--- src/rtl/ram_arbiter.sv ---
// Two-requester arbiter and sequencer for a single-port RAM: serialises accesses,
// drives a one-cycle write strobe and returns a registered ack and read data.
module ram_arbiter #(
    parameter int DW             = 8,
    parameter int AW             = 8,
    parameter int FIXED_PRIORITY = 0
) (
    input  logic          clk,
    input  logic          resetN,
    input  logic          req0,
    input  logic          rw0,
    input  logic [AW-1:0] addr0,
    input  logic [DW-1:0] wdata0,
    output logic          ack0,
    output logic [DW-1:0] rdata0,
    input  logic          req1,
    input  logic          rw1,
    input  logic [AW-1:0] addr1,
    input  logic [DW-1:0] wdata1,
    output logic          ack1,
    output logic [DW-1:0] rdata1,
    output logic          ram_readwriteN,
    output logic [AW-1:0] ram_address,
    output logic [DW-1:0] ram_data_in,
    input  logic [DW-1:0] ram_data_out,
    output logic          busy,
    output logic          owner
);

    typedef enum logic [1:0] {
        IDLE    = 2'd0,
        ACCESS  = 2'd1,
        CAPTURE = 2'd2
    } state_t;

    state_t state, state_next;

    logic eff0;
    logic eff1;
    logic grant;
    logic win;
    logic last_owner;
    logic rw_p1;
    logic capture;

    always_ff @(posedge clk or negedge resetN) begin
        if (!resetN) begin
            state <= IDLE;
        end else begin
            state <= state_next;
        end
    end

    // A port is masked during its own ack cycle so a held req cannot replay the transaction.
    always_comb begin
        eff0       = req0 & ~ack0;
        eff1       = req1 & ~ack1;
        grant      = 1'b0;
        win        = 1'b0;
        state_next = state;
        case (state)
            IDLE: begin
                if (eff0 | eff1) begin
                    grant      = 1'b1;
                    state_next = ACCESS;
                    if (eff0 & eff1) begin
                        win = (FIXED_PRIORITY != 0) ? 1'b0 : ~last_owner;
                    end else begin
                        win = eff1;
                    end
                end
            end
            ACCESS:  state_next = CAPTURE;
            CAPTURE: state_next = IDLE;
            default: state_next = IDLE;
        endcase
    end

    always_comb begin
        busy    = (state != IDLE);
        capture = (state == CAPTURE);
    end

    // Grant edge: latch the winner's request onto the RAM bus registers.
    always_ff @(posedge clk or negedge resetN) begin
        if (!resetN) begin
            ram_readwriteN <= 1'b1;
            ram_address    <= '0;
            ram_data_in    <= '0;
            rw_p1          <= 1'b1;
            owner          <= 1'b0;
            last_owner     <= 1'b1;
            ack0           <= 1'b0;
            ack1           <= 1'b0;
            rdata0         <= '0;
            rdata1         <= '0;
        end else begin
            ack0 <= 1'b0;
            ack1 <= 1'b0;
            if (grant) begin
                owner          <= win;
                last_owner     <= win;
                rw_p1          <= win ? rw1 : rw0;
                ram_readwriteN <= win ? rw1 : rw0;
                ram_address    <= win ? addr1 : addr0;
                ram_data_in    <= win ? wdata1 : wdata0;
            end else if (state == ACCESS) begin
                ram_readwriteN <= 1'b1;
            end
            // Capture edge: RAM read data is valid one cycle after the address.
            if (capture) begin
                if (owner) begin
                    ack1 <= 1'b1;
                    if (rw_p1) begin
                        rdata1 <= ram_data_out;
                    end
                end else begin
                    ack0 <= 1'b1;
                    if (rw_p1) begin
                        rdata0 <= ram_data_out;
                    end
                end
            end
        end
    end

endmodule

--- config.mk ---
export PLATFORM = sky130hd
export DESIGN_NAME = ram_arbiter
export DESIGN_NICKNAME = d
export VERILOG_FILES = /design/src/rtl/ram_arbiter.sv
export SDC_FILE = /design/constraint.sdc
export NUM_CORES = 1
export LEC_CHECK = 0
export CORE_MARGIN = 2
export CORE_UTILIZATION = 45
export DETAILED_ROUTE_END_ITERATION = 8
export DONT_BUFFER_PORTS = 1
export PLACE_DENSITY = 0.63
export RECOVER_POWER = 50
export SYNTH_ARGS = -nofsm -noshare
export SYNTH_HDL_FRONTEND = slang
export SYNTH_SLANG_ARGS = --single-unit
--- constraint.sdc ---
create_clock -name clk -period 1.4 [get_ports clk]
set_input_delay 0.14 -clock clk [delete_from_list [all_inputs] [get_ports clk]]
set_output_delay 0.14 -clock clk [all_outputs]
set_load 0.02 [all_outputs]
# --- Yosys cells after proc, flatten, opt, wreduce, memory -nomap -nowiden ---
# Index checks and enable logic that the tools add are counted.
classes:
  addsub: 0
  multipliers: 0
  div_mod_pow: 0
  n_lt_le_gt_ge: 0
  n_eq_ne: 3
  shifts: 0
  muxes: 16
  n_bitwise: 8
  reduce_logical: 5
op_table:
  columns: ["op", "count"]
  rows:
  - ["two-way mux 8 bit", 2]
  - ["two-way mux 1 bit", 12]
  - ["AND reduction 3 bit", 2]
  - ["inverter 1 bit", 4]
  - ["one-hot mux 2 bit (2 select lines)", 1]
  - ["nonzero test 2 bit", 2]
  - ["AND 1 bit", 3]
  - ["equality test 2 x 1 -> 1 bit (second input constant)", 1]
  - ["equality test 2 bit (second input constant)", 1]
  - ["zero test 2 bit", 1]
  - ["two-way mux 2 bit", 1]
  - ["!= test 2 bit (second input constant)", 1]
  - ["OR 1 bit", 1]
totals:
  reg_bits: 40
  latch_bits: 0
  ramBits: 0
  rom_bits: 0
  input_bits: 46
  output_inout_bits: 37
  n_memories: 0

# --- Longest topological paths before layout ---
# Gate-level depths: netlist of run 1.
logic_depth:
  depth_word: 8
  ltp_mapped: 5
  mapped_depth_nobuf: 3

# --- Worst setup path after synthesis of run 1 ---
# No wires, ideal clock.
synth_timing:
  path_type: "register to register"
  start: "register ack0"
  end: "register ram_address[1]"
  setup_time_ns: 0.140
  t_arrival_ns: 1.360
  required_ns: 1.260
  path_slack_ns: -0.100
  stages_incl_launch_ff: 6
  path_buffers: 2
  period_less_slack_ns: 1.500
  path_cell_list: "dfrtp_1 > nand2b_1 > clkbuf_1 > clkbuf_2 > a2111oi_0 > a211oi_1"
synth_via:
  elab_chain_cells: 7
  word_cells_on_any_way: 10
  classes_between: "6 x mux; 4 x bitwise"
synth_lines:
  columns: ["element", "line_no", "source"]
  rows:
  - ["start: declaration", "14", "output logic ack0,"]
  - ["start signal: assignment", "93", "ack0 <= 1'b0;"]
  - ["start signal: assignment", "98", "ack0 <= 1'b0;"]
  - ["start signal: assignment", "118", "ack0 <= 1'b1;"]
  - ["inverter 1 bit (*)", "56", "eff0 = req0 & ~ack0;"]
  - ["AND 1 bit (*)", "56", null]
  - ["AND 1 bit", "66", "if (eff0 & eff1) begin"]
  - ["two-way mux 1 bit", "66", null]
  - ["two-way mux 1 bit", "63", "if (eff0 | eff1) begin"]
  - ["two-way mux 1 bit", "61", "case (state)"]
  - ["two-way mux 8 bit", "105", "ram_address <= win ? addr1 : addr0;"]
  - ["end signal: assignment", "105", null]
  - ["end: declaration", "23", "output logic [AW-1:0] ram_address,"]
# Mark *: on every way between the ends. The rest lies on a longest branch, timed or not.
# A chain may end at the register's enable or synchronous reset.

# --- Final worst setup path of run 1 ---
layout_timing:
  start: "register state[1]"
  end: "output port busy"
layout_via:
  elab_chain_cells: 1
layout_lines:
  columns: ["element", "line_no", "source"]
  rows:
  - ["start: declaration", "36", "state_t state, state_next;"]
  - ["start signal: assignment", "50", "state <= state_next;"]
  - ["nonzero test 2 bit", "80", "busy = (state != IDLE);"]
  - ["end: declaration", "26", "output logic busy,"]
# No other way between the ends.

==> run summary, run 1 <==
area of the die = 0.00463 mm2
post-synthesis simple-gate area fraction = 0.0955
GR Util All Layers = 0.208
Routed Wire Length = 5050 um
area added between synthesis and finish = 47.9%
setup slack of the worst register-to-register path = -0.03 ns
transition time of the tightest slew-check pin = 0.974 ns
start point of the worst min-delay path = addr0[1]
count of buffering cells on the critical path with inverters included = 2
number of diodes = 0
number of maximum-capacitance violations = 0
Yosys reg bits = 40
Setup Crit Path Kind = flop to output port
IO Count = 83
initial antenna violation count = 0
largest net degree at the start of global routing = 41
chip height = 68.1 um
share of synthesized flip-flops with an asynchronous set or reset = 1.00
mux contribution to synthesized area = 0.0976
Port Buffers = 0
Max H-tree Level = 2
post-synthesis average cell area = 11.8 um2
minimum setup slack in the final design = -0.0342 ns
number of distinct library cells after synthesis = 26
clock-pin transition on the worst setup and hold timing paths = 0.08 ns
RSZ-0062 raised after global routing = true
minimum setup slack after placement = -0.0890 ns
number of nets in the finished design = 234
run status = finished with violations
width of the chip = 68.1 um
shortest clock period the worst path allows after layout = 1.43 ns
buffers from clock root to sink, at most = 2
routed via count = 1451
starting density of the core = 0.465
worst flop-to-flop path startpoint = state[1]
cells along the critical path = or2_4 > buf_12 > buf_8
Critical-path top delay cell = sky130_fd_sc_hd__dfrtp_1
top cells by area in the synthesized netlist = sky130_fd_sc_hd__dfrtp_1, sky130_fd_sc_hd__mux2_2, sky130_fd_sc_hd__a2111oi_0
hold worst-path end = ram_address[1]
via count of the first global-routing pass = 1441
net count after synthesis = 203
required time worst endpoint = 1.26 ns
share of the synthesized area in compound gates (AO/OA/AOI/OAI) = 0.175
via density per instance = 6.07
share of the yosys chip area belonging to registers = 0.544
crit path launch = state[1]
area of the placeable core = 0.00397 mm2
depth of the worst register-to-register path = 4
Max Fanout on Critical Path = 15
half-perimeter wire length of the detailed placement result = 3130 um
Detail Route Antenna Nets = 0
final max-slew violation count = 0
leakage power total = 1.09 nW
clock sinks = 40
clock buffer count from CTS = 5
Main synth FF type = sky130_fd_sc_hd__dfrtp_1
portion of synthesized cell area occupied by the leading cell type = 0.501
overflow left after global routing = 0
DR WL/cell = 21.1 um
xor and xnor area share after synthesis = 0
final RePlAce weighted congestion = 0.761
global-route wire length before repair = 7060 um
power density normalized to cell area = 2410 mW/mm2
clock tree from TritonCTS = yes
f_max = 697 MHz
Post-Synthesis Cell Area = 0.00185 mm2
Clock Root Buffer = sky130_fd_sc_hd__clkbuf_8
Final TNS setup = -0.0997 ns
Final Hold Fails = 0
kind of capture point of the worst setup path = output port
peak per-stage delay on the critical path = 0.40 ns
Hold WC Path Type = primary input to flop
First DRT Iteration DRCs = 62
Top Family by Delay on Critical Path = flip-flops
first-pass detailed-route iteration total = 4
gate count after technology mapping = 157
Arr. time, crit path = 1.29 ns
relative max-transition margin = 0.351
maximum clock skew at final layout = 0.0100 ns
combinational family with the most area after synthesis = compound AO/OA/AOI/OAI gates
commonest cells in the netlist = sky130_fd_sc_hd__dfrtp_1, sky130_fd_sc_hd__inv_1
clk_lat worst skew = 0.29 ns
synthesized-area fraction occupied by adder cells = 0
Peak supply drop = 0.00151 V
Synthesis Warnings = 0
hold path cells = 2
Worst Hold Slack = 0.0436 ns
cell accounting for the most synthesized area = sky130_fd_sc_hd__dfrtp_1
most numerous cell in the Yosys netlist = sky130_fd_sc_hd__dfrtp_1
terminus of the critical flop-to-flop path = ram_address[5]
Cell Rows = 23
final period utilization = 1.02
fraction of final layout cells with drive strength greater than 1 = 0.524
violations in the final reports = negative setup slack
number of enable-type register cells in the synthesized netlist = 0
startpoint class of the critical path = flop
number of remaining DRC errors = 0
Setup-failing EPs final = 5
-- report_power, final --
part	internal [mW]	switching, mW
Combinational	1.48	1.52
Sequential	1.76	1.01
Clock	0.399	0.415
-- layout make-up --
type                    count  area, um2
clock buffers               6       82.6
clock inverters             2       15.0
fillers                   297       1240
inverters                  20       75.1
multi-input cells          82       1060
flip-flops and latches     40       1010
well taps                  50       62.6
repair buffers             39        429
-- kinds of logic (layout without fill, tap and decap cells) --
kind of cell / Yosys count / in the layout
buffers and inverters: 35 / 67
and+or+nand+nor: 28 / 28
DFF: 40 / 40
AOI/OAI and AO/OA: 38 / 38
muxes: 16 / 16
-- registers in the layout, summed over array words and instances (netlist names), 2 cells and up --
signal / count
ram_address: 8
ram_data_in: 8
rdata0: 8
rdata1: 8
state: 2
-- repair_timing --
action                                 in CTS  in global routing
setup buffers                               2                  5
hold buffers                               11                  3
pin swaps                                   1                  4
endpoints found under the hold margin      55                  3
gates cloned                                1                  0
resized for setup                          17                 35
setup endpoints to repair                  26                 36
-- through the flow --
stage | power, mW | std cells | area, um2 | utilization
6_report | 6.58 | 239 | 2730 | 0.688
4_1_cts | 6.11 | 232 | 2500 | 0.630
3_3_place_gp | 4.80 | 210 | 2160 | 0.544
5_1_grt | 6.93 | 239 | 2730 | 0.688
2_1_floorplan | 4.31 | 157 | 2010 | -
3_5_place_dp | 4.91 | 210 | 2160 | 0.544
-- metal layers --
layer / part of all wire / up-vias / track usage
met3: 0.079 / 4 / 0.0757
met2: 0.52 / 57 / 0.330
met5: 0 / - / 0
li1: - / 651 / -
met4: 0.0061 / 0 / 0.0675
met1: 0.40 / 739 / 0.263
-- placed cells by master, fill, tap and decap left out, types with 2 or more instances in the layout --
master | netlist | routed
sky130_fd_sc_hd__mux2_2 | 16 | 9
sky130_fd_sc_hd__nor4_4 | 0 | 2
sky130_fd_sc_hd__inv_1 | 20 | 19
sky130_fd_sc_hd__clkinvlp_4 | 0 | 2
sky130_fd_sc_hd__nor4_2 | 0 | 5
sky130_fd_sc_hd__mux2_4 | 0 | 7
sky130_fd_sc_hd__a21o_1 | 2 | 2
sky130_fd_sc_hd__nor4_1 | 16 | 9
sky130_fd_sc_hd__dfrtp_1 | 37 | 34
sky130_fd_sc_hd__a2111oi_4 | 0 | 9
sky130_fd_sc_hd__a211oi_2 | 0 | 7
sky130_fd_sc_hd__a2111oi_2 | 0 | 7
sky130_fd_sc_hd__buf_12 | 0 | 6
sky130_fd_sc_hd__clkbuf_8 | 0 | 6
sky130_fd_sc_hd__dfstp_2 | 3 | 3
sky130_fd_sc_hd__dlygate4sd3_1 | 0 | 13
sky130_fd_sc_hd__buf_4 | 0 | 16
sky130_fd_sc_hd__dfrtp_2 | 0 | 3
sky130_fd_sc_hd__a211oi_1 | 16 | 9
sky130_fd_sc_hd__and3b_2 | 0 | 2
sky130_fd_sc_hd__a221oi_2 | 1 | 2
-- how the worst max path moves through the flow --
stage,end,cells after the start
CTS,ram_address[5],4
finish,busy,3
floorplan,rw_p1,4
detailed placement,ram_address[3],4
global route,ram_address[5],4
global placement,rdata0[6],4
No activity file was read; power rests on OpenSTA's default activity.
==> run 2: changes to the inputs <==
--- a/config.mk
+++ b/config.mk
@@ -6,10 +6,11 @@
 export NUM_CORES = 1
 export LEC_CHECK = 0
 export CORE_MARGIN = 2
-export CORE_UTILIZATION = 45
+export CORE_UTILIZATION = 50
 export DETAILED_ROUTE_END_ITERATION = 8
 export DONT_BUFFER_PORTS = 1
-export PLACE_DENSITY = 0.63
+export GPL_TIMING_DRIVEN = 0
+export PLACE_DENSITY = 0.69
 export RECOVER_POWER = 50
 export SYNTH_ARGS = -nofsm -noshare
 export SYNTH_HDL_FRONTEND = slang
==> run summary, run 2 (same netlist as run 1, synthesis figures left out) <==
run status = finished with violations
violations in the final reports = negative setup slack
shortest clock period the worst path allows after layout = 1.54 ns (+0.109 ns)
relative max-transition margin = 0.347 (-0.00363)
crit path launch = state[0]
Port Buffers = 0 (unchanged)
fraction of the core area covered by cells at the end of the flow = 0.868 (+0.180)
peak per-stage delay on the critical path = 0.40 ns (about the same)
clk_lat worst skew = 0.30 ns (about the same)
leakage power total = 1.20 nW (+9.7%)
width of the chip = 64.8 um (-4.8%)
Worst Hold Slack = 0.0397 ns (-0.00386 ns)
Peak supply drop = 0.00170 V (+13%)
count of buffering cells on the critical path with inverters included = 2 (unchanged)
half-perimeter wire length of the detailed placement result = 3220 um (+2.9%)
Design Area, Final = 0.00313 mm2 (+15%)
area of the die = 0.00420 mm2 (-9.4%)
cells along the critical path = or2_1 > buf_6 > a21o_4 > buf_12 > a211oi_2
overflow left after global routing = 0 (unchanged)
number of remaining DRC errors = 0 (unchanged)
multi-input logic area = 0.00132 mm2 (+25%)
commonest non-fill, non-tap cells in the layout = sky130_fd_sc_hd__dfrtp_1, sky130_fd_sc_hd__inv_1, sky130_fd_sc_hd__buf_4
Max H-tree Level = 2 (unchanged)
Seq. cell area = 0.00101 mm2 (unchanged)
final max-slew violation count = 0 (unchanged)
number of nets in the finished design = 241 (+3.0%)
Critical-path top delay cell = sky130_fd_sc_hd__dfrtp_1
Top Family by Delay on Critical Path = compound AO/OA/AOI/OAI gates
Max Fanout on Critical Path = 5 (-10)
total cell area at the placement stage = 0.00207 mm2 (-4.1%)
fillers = 142 (-52%)
Hold WC Path Type = primary input to flop
power density normalized to cell area = 2480 mW/mm2 (+3.0%)
commonest non-fill, non-tap cell in the layout = sky130_fd_sc_hd__dfrtp_1
startpoint class of the critical path = flop
initial antenna violation count = 0 (unchanged)
Setup-failing EPs final = 37 (+32)
number of diodes = 0 (unchanged)
required time worst endpoint = 1.61 ns (+0.35 ns)
first-pass detailed-route iteration total = 4 (unchanged)
Detail Route Antenna Nets = 0 (unchanged)
largest net degree at the start of global routing = 41 (unchanged)
clock buffer count from CTS = 5 (unchanged)
via density per instance = 6.43 (+5.8%)
start point of the worst min-delay path = wdata1[5]
hold worst-path end = ram_data_in[5]
number of maximum-capacitance violations = 0 (unchanged)
f_max = 648 MHz (-7.1%)
Clock Root Buffer = sky130_fd_sc_hd__clkbuf_8
Cell Rows = 22 (-4.3%)
clock-pin transition on the worst setup and hold timing paths = 0.09 ns (about the same)
Arr. time, crit path = 1.75 ns (+0.46 ns)
clock sinks = 40 (unchanged)
minimum setup slack in the final design = -0.144 ns (-0.109 ns)
maximum clock skew at final layout = 0.00681 ns (-0.00322 ns)
worst flop-to-flop path startpoint = state[0]
Setup Crit Path Kind = flop to flop
depth of the worst register-to-register path = 5 (+1)
clock tree from TritonCTS = yes
area of the placeable core = 0.00361 mm2 (-9.2%)
final cell count without fillers = 244 (+2.1%)
via count of the first global-routing pass = 1747 (+21%)
terminus of the critical flop-to-flop path = ram_data_in[1]
routed via count = 1568 (+8.1%)
hold path cells = 2 (unchanged)
final RePlAce weighted congestion = 0.725 (-4.7%)
fraction of final layout cells with drive strength greater than 1 = 0.628 (+0.104)
Cells after DPL = 205 (-2.4%)
kind of capture point of the worst setup path = flop
setup slack of the worst register-to-register path = -0.14 ns (-0.11 ns)
RSZ-0062 raised after global routing = true
Routed Wire Length = 6460 um (+28%)
starting density of the core = 0.512 (+0.0471)
transition time of the tightest slew-check pin = 0.980 ns (+0.00545 ns)
DR WL/cell = 26.5 um (+25%)
GR Util All Layers = 0.312 (+0.105)
final period utilization = 1.10 (+0.0781)
IO Count = 83 (unchanged)
global-route wire length before repair = 9550 um (+35%)
chip height = 64.8 um (-4.8%)
buffers from clock root to sink, at most = 2 (unchanged)
First DRT Iteration DRCs = 77 (+24%)
Final Hold Fails = 0 (unchanged)
area added between synthesis and finish = 69.4%
-- run 2: cell types whose count changed in the layout (fill, tap and decap cells not counted), sizes merged --
cell	previous run	this run
dlygate4sd3	13	10
inv	20	19
buf	25	26
clkinv	0	1
clkinvlp	2	1
clkbuf	7	16
bufinv	0	1
-- run 2: where the power goes --
group	switching, mW	leakage, nW	internal [mW]
clock	0.451	0.0614	0.584
combinational	1.97	0.681	1.90
sequential	1.10	0.456	1.76
total	3.52	1.20	4.24
-- run 2: layer usage --
metal	global-route usage	up-vias	part of all wire
li1	-	669	-
met1	0.367	800	0.37
met2	0.531	77	0.52
met3	0.0868	22	0.072
met4	0.141	0	0.041
met5	0	-	0
-- run 2: how the worst max path moves through the flow --
stage	endpoint	slack [ns]	cells after the start
6_report	ram_data_in[1]	-0.14	5
5_1_grt	ram_data_in[1]	-0.19	5
4_1_cts	ram_data_in[1]	-0.07	4
3_5_place_dp	ram_data_in[1]	-0.19	4
3_3_place_gp	ram_address[4]	-0.17	4
2_1_floorplan	rw_p1	-0.01	4
-- run 2: area by class of cell --
class | instances | area share
sequential | 40 | 0.322
clock buffer | 6 | 0.0264
tap | 48 | 0.0192
buffer | 13 | 0.0732
inverter | 20 | 0.0252
timing repair buffer | 33 | 0.0992
clock inverter | 2 | 0.0124
multi-input combinational | 82 | 0.422
-- run 2: timing repair --
action                     in CTS  in global routing
hold buffers                   11                  0
resized for setup              94                 11
pin swaps                      12                  8
setup endpoints to repair      37                 37
gates cloned                    3                  1
hold endpoints to repair       58                  0
buffers inserted               15                  3
-- run 2: worst register-to-register path: cells and delay by family, from the launching register on --
kind            cells  cell delay, ns
compound gates      2            0.49
flops               1            0.40
buf+inv             2            0.29
simple gates        1            0.27
-- run 2: per-stage QoR --
| step | TNS, ns | total power [mW] | worst slack, ns |
|---|---|---|---|
| 2_1_floorplan | -0.0928 | 4.31 | -0.0118 |
| 3_3_place_gp | -3.30 | 4.65 | -0.166 |
| 3_5_place_dp | -4.13 | 4.77 | -0.192 |
| 4_1_cts | -1.06 | 7.28 | -0.0660 |
| 5_1_grt | -5.18 | 8.08 | -0.191 |
| 6_report | -2.29 | 7.76 | -0.144 |
==> run 3: changes to the inputs <==
--- a/config.mk
+++ b/config.mk
@@ -6,11 +6,11 @@
 export NUM_CORES = 1
 export LEC_CHECK = 0
 export CORE_MARGIN = 2
-export CORE_UTILIZATION = 50
+export CORE_UTILIZATION = 56
 export DETAILED_ROUTE_END_ITERATION = 8
 export DONT_BUFFER_PORTS = 1
 export GPL_TIMING_DRIVEN = 0
-export PLACE_DENSITY = 0.69
+export PLACE_DENSITY = 0.75
 export RECOVER_POWER = 50
 export SYNTH_ARGS = -nofsm -noshare
 export SYNTH_HDL_FRONTEND = slang
==> run summary, run 3 <==
chip height = 61.4 um (-5.2%)
Error = [ERROR DPL-0038] Utilization greater than 100%, impossible to legalize
final RePlAce weighted congestion = 0.653 (-10%)
top cells by area in the synthesized netlist = sky130_fd_sc_hd__dfrtp_1, sky130_fd_sc_hd__mux2_2, sky130_fd_sc_hd__a2111oi_0
Resize count post-CTS = 98 (+4.3%)
gate count after technology mapping = 157 (unchanged)
Post-Synthesis Cell Area = 0.00185 mm2 (unchanged)
number of enable-type register cells in the synthesized netlist = 0 (unchanged)
clock sinks = 40 (unchanged)
starting density of the core = 0.595 (+0.0830)
stopping stage = 4_1_cts
Cells after DPL = 201 (-2.0%)
width of the chip = 61.4 um (-5.2%)
Main synth FF type = sky130_fd_sc_hd__dfrtp_1
CTS Hold Bufs = 18 (+7)
portion of synthesized cell area occupied by the leading cell type = 0.501 (unchanged)
Port Buffers = 0 (unchanged)
Synthesis Warnings = 0 (unchanged)
cell accounting for the most synthesized area = sky130_fd_sc_hd__dfrtp_1
Yosys reg bits = 40 (unchanged)
buffers from clock root to sink, at most = 2 (unchanged)
Cell Rows = 20 (-9.1%)
minimum setup slack after placement = -0.196 ns (-0.00407 ns)
number of distinct library cells after synthesis = 26 (unchanged)
half-perimeter wire length of the detailed placement result = 3070 um (-4.6%)
net count after synthesis = 203 (unchanged)
IO Count = 83 (unchanged)
total cell area at the placement stage = 0.00207 mm2 (-0.24%)
Max H-tree Level = 2 (unchanged)
setup fix buffers added after clock tree synthesis = 14 (-1)
share of synthesized flip-flops with an asynchronous set or reset = 1.00 (unchanged)
commonest cells in the netlist = sky130_fd_sc_hd__dfrtp_1, sky130_fd_sc_hd__inv_1
run status = stopped before the end
clock buffer count from CTS = 5 (unchanged)
post-synthesis average cell area = 11.8 um2 (unchanged)
most numerous cell in the Yosys netlist = sky130_fd_sc_hd__dfrtp_1
share of the yosys chip area belonging to registers = 0.544 (unchanged)
Clock Root Buffer = sky130_fd_sc_hd__clkbuf_4
-- run 3: cell counts after synthesis --
Identical to the previous run, type by type.
-- run 3: kinds of logic after synthesis --
family,count (synthesis),synth area share
mux,16,0.0976
buf+inv,35,0.0874
compound gates,38,0.175
simple gates,28,0.0955
flops,40,0.544
-- run 3: per-stage QoR --
| stage | TNS, ns | util |
|---|---|---|
| 3_5_place_dp | -3.63 | 0.666 |
| 2_1_floorplan | -0.0928 | - |
| 3_3_place_gp | -2.68 | 0.666 |
==> run 4: changes to the inputs <==
--- a/config.mk
+++ b/config.mk
@@ -6,11 +6,11 @@
 export NUM_CORES = 1
 export LEC_CHECK = 0
 export CORE_MARGIN = 2
-export CORE_UTILIZATION = 56
+export CORE_UTILIZATION = 40
 export DETAILED_ROUTE_END_ITERATION = 8
 export DONT_BUFFER_PORTS = 1
 export GPL_TIMING_DRIVEN = 0
-export PLACE_DENSITY = 0.75
+export PLACE_DENSITY_LB_ADDON = 0.15
 export RECOVER_POWER = 50
 export SYNTH_ARGS = -nofsm -noshare
 export SYNTH_HDL_FRONTEND = slang
==> constraint.sdc (replaced) <==
create_clock -name clk -period 1.8 [get_ports clk]
set_input_delay 0.18 -clock clk [delete_from_list [all_inputs] [get_ports clk]]
set_output_delay 0.18 -clock clk [all_outputs]
set_load 0.02 [all_outputs]
==> run summary, run 4 (same netlist as run 1, synthesis figures left out) <==
run status = finished, final reports clean
Clock Root Buffer = sky130_fd_sc_hd__clkbuf_8
f_max = 568 MHz
First DRT Iteration DRCs = 68
switching part of the total = 0.438
power density normalized to cell area = 2050 mW/mm2
peak per-stage delay on the critical path = 0.49 ns
register share of total power = 0.509
startpoint class of the critical path = flop
depth of the worst register-to-register path = 4
combinational power share = 0.315
relative max-transition margin = 0.354
clock buffer count from CTS = 5 (unchanged)
half-perimeter wire length of the detailed placement result = 3260 um (+6.0%)
shortest clock period the worst path allows after layout = 1.76 ns
cells along the critical path = nand2b_2 > clkbuf_2 > a2111oi_1 > a211oi_1
overflow left after global routing = 0
Hold WC Path Type = primary input to flop
via count of the first global-routing pass = 1409
total net switching power = 1.85 mW
Port Buffers = 0 (unchanged)
width of the chip = 71.9 um (+17%)
start point of the worst min-delay path = rw1
Setup-failing EPs final = 0
number of remaining DRC errors = 0
clock-pin transition on the worst setup and hold timing paths = 0.08 ns
Setup Crit Path Kind = flop to flop
fillers = 430
Cell Rows = 24 (+20%)
required time worst endpoint = 1.95 ns
Critical-path top delay cell = sky130_fd_sc_hd__a2111oi_1
leakage power total = 0.873 nW
GR Util All Layers = 0.174
Final Hold Fails = 0
final max-slew violation count = 0
number of diodes = 0
global-route wire length before repair = 6980 um
area of the die = 0.00518 mm2
Top Family by Delay on Critical Path = compound AO/OA/AOI/OAI gates
buffers from clock root to sink, at most = 2 (unchanged)
Peak supply drop = 0.000918 V
fraction of final layout cells with drive strength greater than 1 = 0.273
RSZ-0062 raised after global routing = false
starting density of the core = 0.418 (-0.177)
final period utilization = 0.977
worst flop-to-flop path startpoint = ack0
number of maximum-capacitance violations = 0
initial antenna violation count = 0
clock tree from TritonCTS = yes
routed via count = 1325
maximum clock skew at final layout = 0.00322 ns
clk_lat worst skew = 0.29 ns
DR WL/cell = 20.2 um
final RePlAce weighted congestion = 0.801 (+23%)
kind of capture point of the worst setup path = flop
Max Fanout on Critical Path = 10
largest net degree at the start of global routing = 41
terminus of the critical flop-to-flop path = ram_data_in[7]
transition time of the tightest slew-check pin = 0.969 ns
first-pass detailed-route iteration total = 4
area of the placeable core = 0.00441 mm2
internal cell power = 2.37 mW
Arr. time, crit path = 1.91 ns
setup fix buffers added after clock tree synthesis = 0 (-14)
Max H-tree Level = 2 (unchanged)
hold path cells = 2
area added between synthesis and finish = 11.6%
count of buffering cells on the critical path with inverters included = 1
fraction of the core area covered by cells at the end of the flow = 0.467
number of nets in the finished design = 210
chip height = 71.9 um (+17%)
Final TNS setup = 0 ns
hold worst-path end = ram_readwriteN
Detail Route Antenna Nets = 0
IO Count = 83 (unchanged)
setup slack of the worst register-to-register path = 0.04 ns
via density per instance = 6.11
clock sinks = 40 (unchanged)
part of the total power dissipated in the clock network = 0.176
commonest non-fill, non-tap cells in the layout = sky130_fd_sc_hd__dfrtp_1, sky130_fd_sc_hd__inv_1, sky130_fd_sc_hd__nor4_1, sky130_fd_sc_hd__a211oi_1, sky130_fd_sc_hd__mux2_2
Routed Wire Length = 4390 um
commonest non-fill, non-tap cell in the layout = sky130_fd_sc_hd__dfrtp_1
[run 4: power groups by stage]
stage | Sequential, mW | Combinational, mW | Clock, mW
finish | 2.15 | 1.33 | 0.742
global placement | 2.16 | 1.23 | 0
CTS | 2.16 | 1.31 | 0.764
floorplan | 2.08 | 1.04 | 0
detailed placement | 2.18 | 1.28 | 0
global route | 2.21 | 1.48 | 0.818
[run 4: timing repair]
| action | CTS | global route |
|---|---|---|
| endpoints found under the hold margin | 40 | 0 |
| gates resized for setup | 2 | 14 |
| hold buffers | 2 | 0 |
| endpoints found under the setup margin | 2 | 12 |
[run 4: worst max-delay path by stage]
stage / end / slack (ns) / startpoint / depth (start not counted)
2_1_floorplan: ram_address[1] / 0.30 / ack0 / 5
4_1_cts: ram_address[1] / 0.02 / ack1 / 4
6_report: ram_data_in[7] / 0.04 / ack0 / 4
3_3_place_gp: ram_address[2] / 0.03 / ack0 / 5
3_5_place_dp: ram_data_in[7] / 0.003 / ack0 / 5
5_1_grt: ram_address[5] / 0.005 / ack0 / 4
[run 4: stage by stage]
stage          worst slack, ns  power [mW]  std cells  instance area [um2]  hold WS, ns
2_1_floorplan            0.300        3.12        157                 1850       -0.116
3_3_place_gp            0.0311        3.39        209                 1910       -0.115
3_5_place_dp           0.00313        3.46        209                 1910       -0.115
4_1_cts                 0.0246        4.24        219                 2060       0.0240
5_1_grt                0.00486        4.51        217                 2060       0.0107
6_report                0.0409        4.22        217                 2060       0.0326
[run 4: cell type report]
class	count	area [um2]	area share
flip-flops and latches	40	1010	0.488
multi-input cells	82	703	0.341
plain buffers	13	81.3	0.0395
inverters	20	75.1	0.0364
clock buffers	5	68.8	0.0334
well taps	52	65.1	0.0316
clock inverters	3	46.3	0.0225
repair buffers	2	15.0	0.00729
[run 4: routing by layer]
metal / track usage / vias up / routed length [um]
li1: - / 605 / -
met1: 0.221 / 663 / 1830
met2: 0.267 / 53 / 2070
met3: 0.0778 / 4 / 452
met4: 0.0545 / 0 / 31
met5: 0 / - / 0
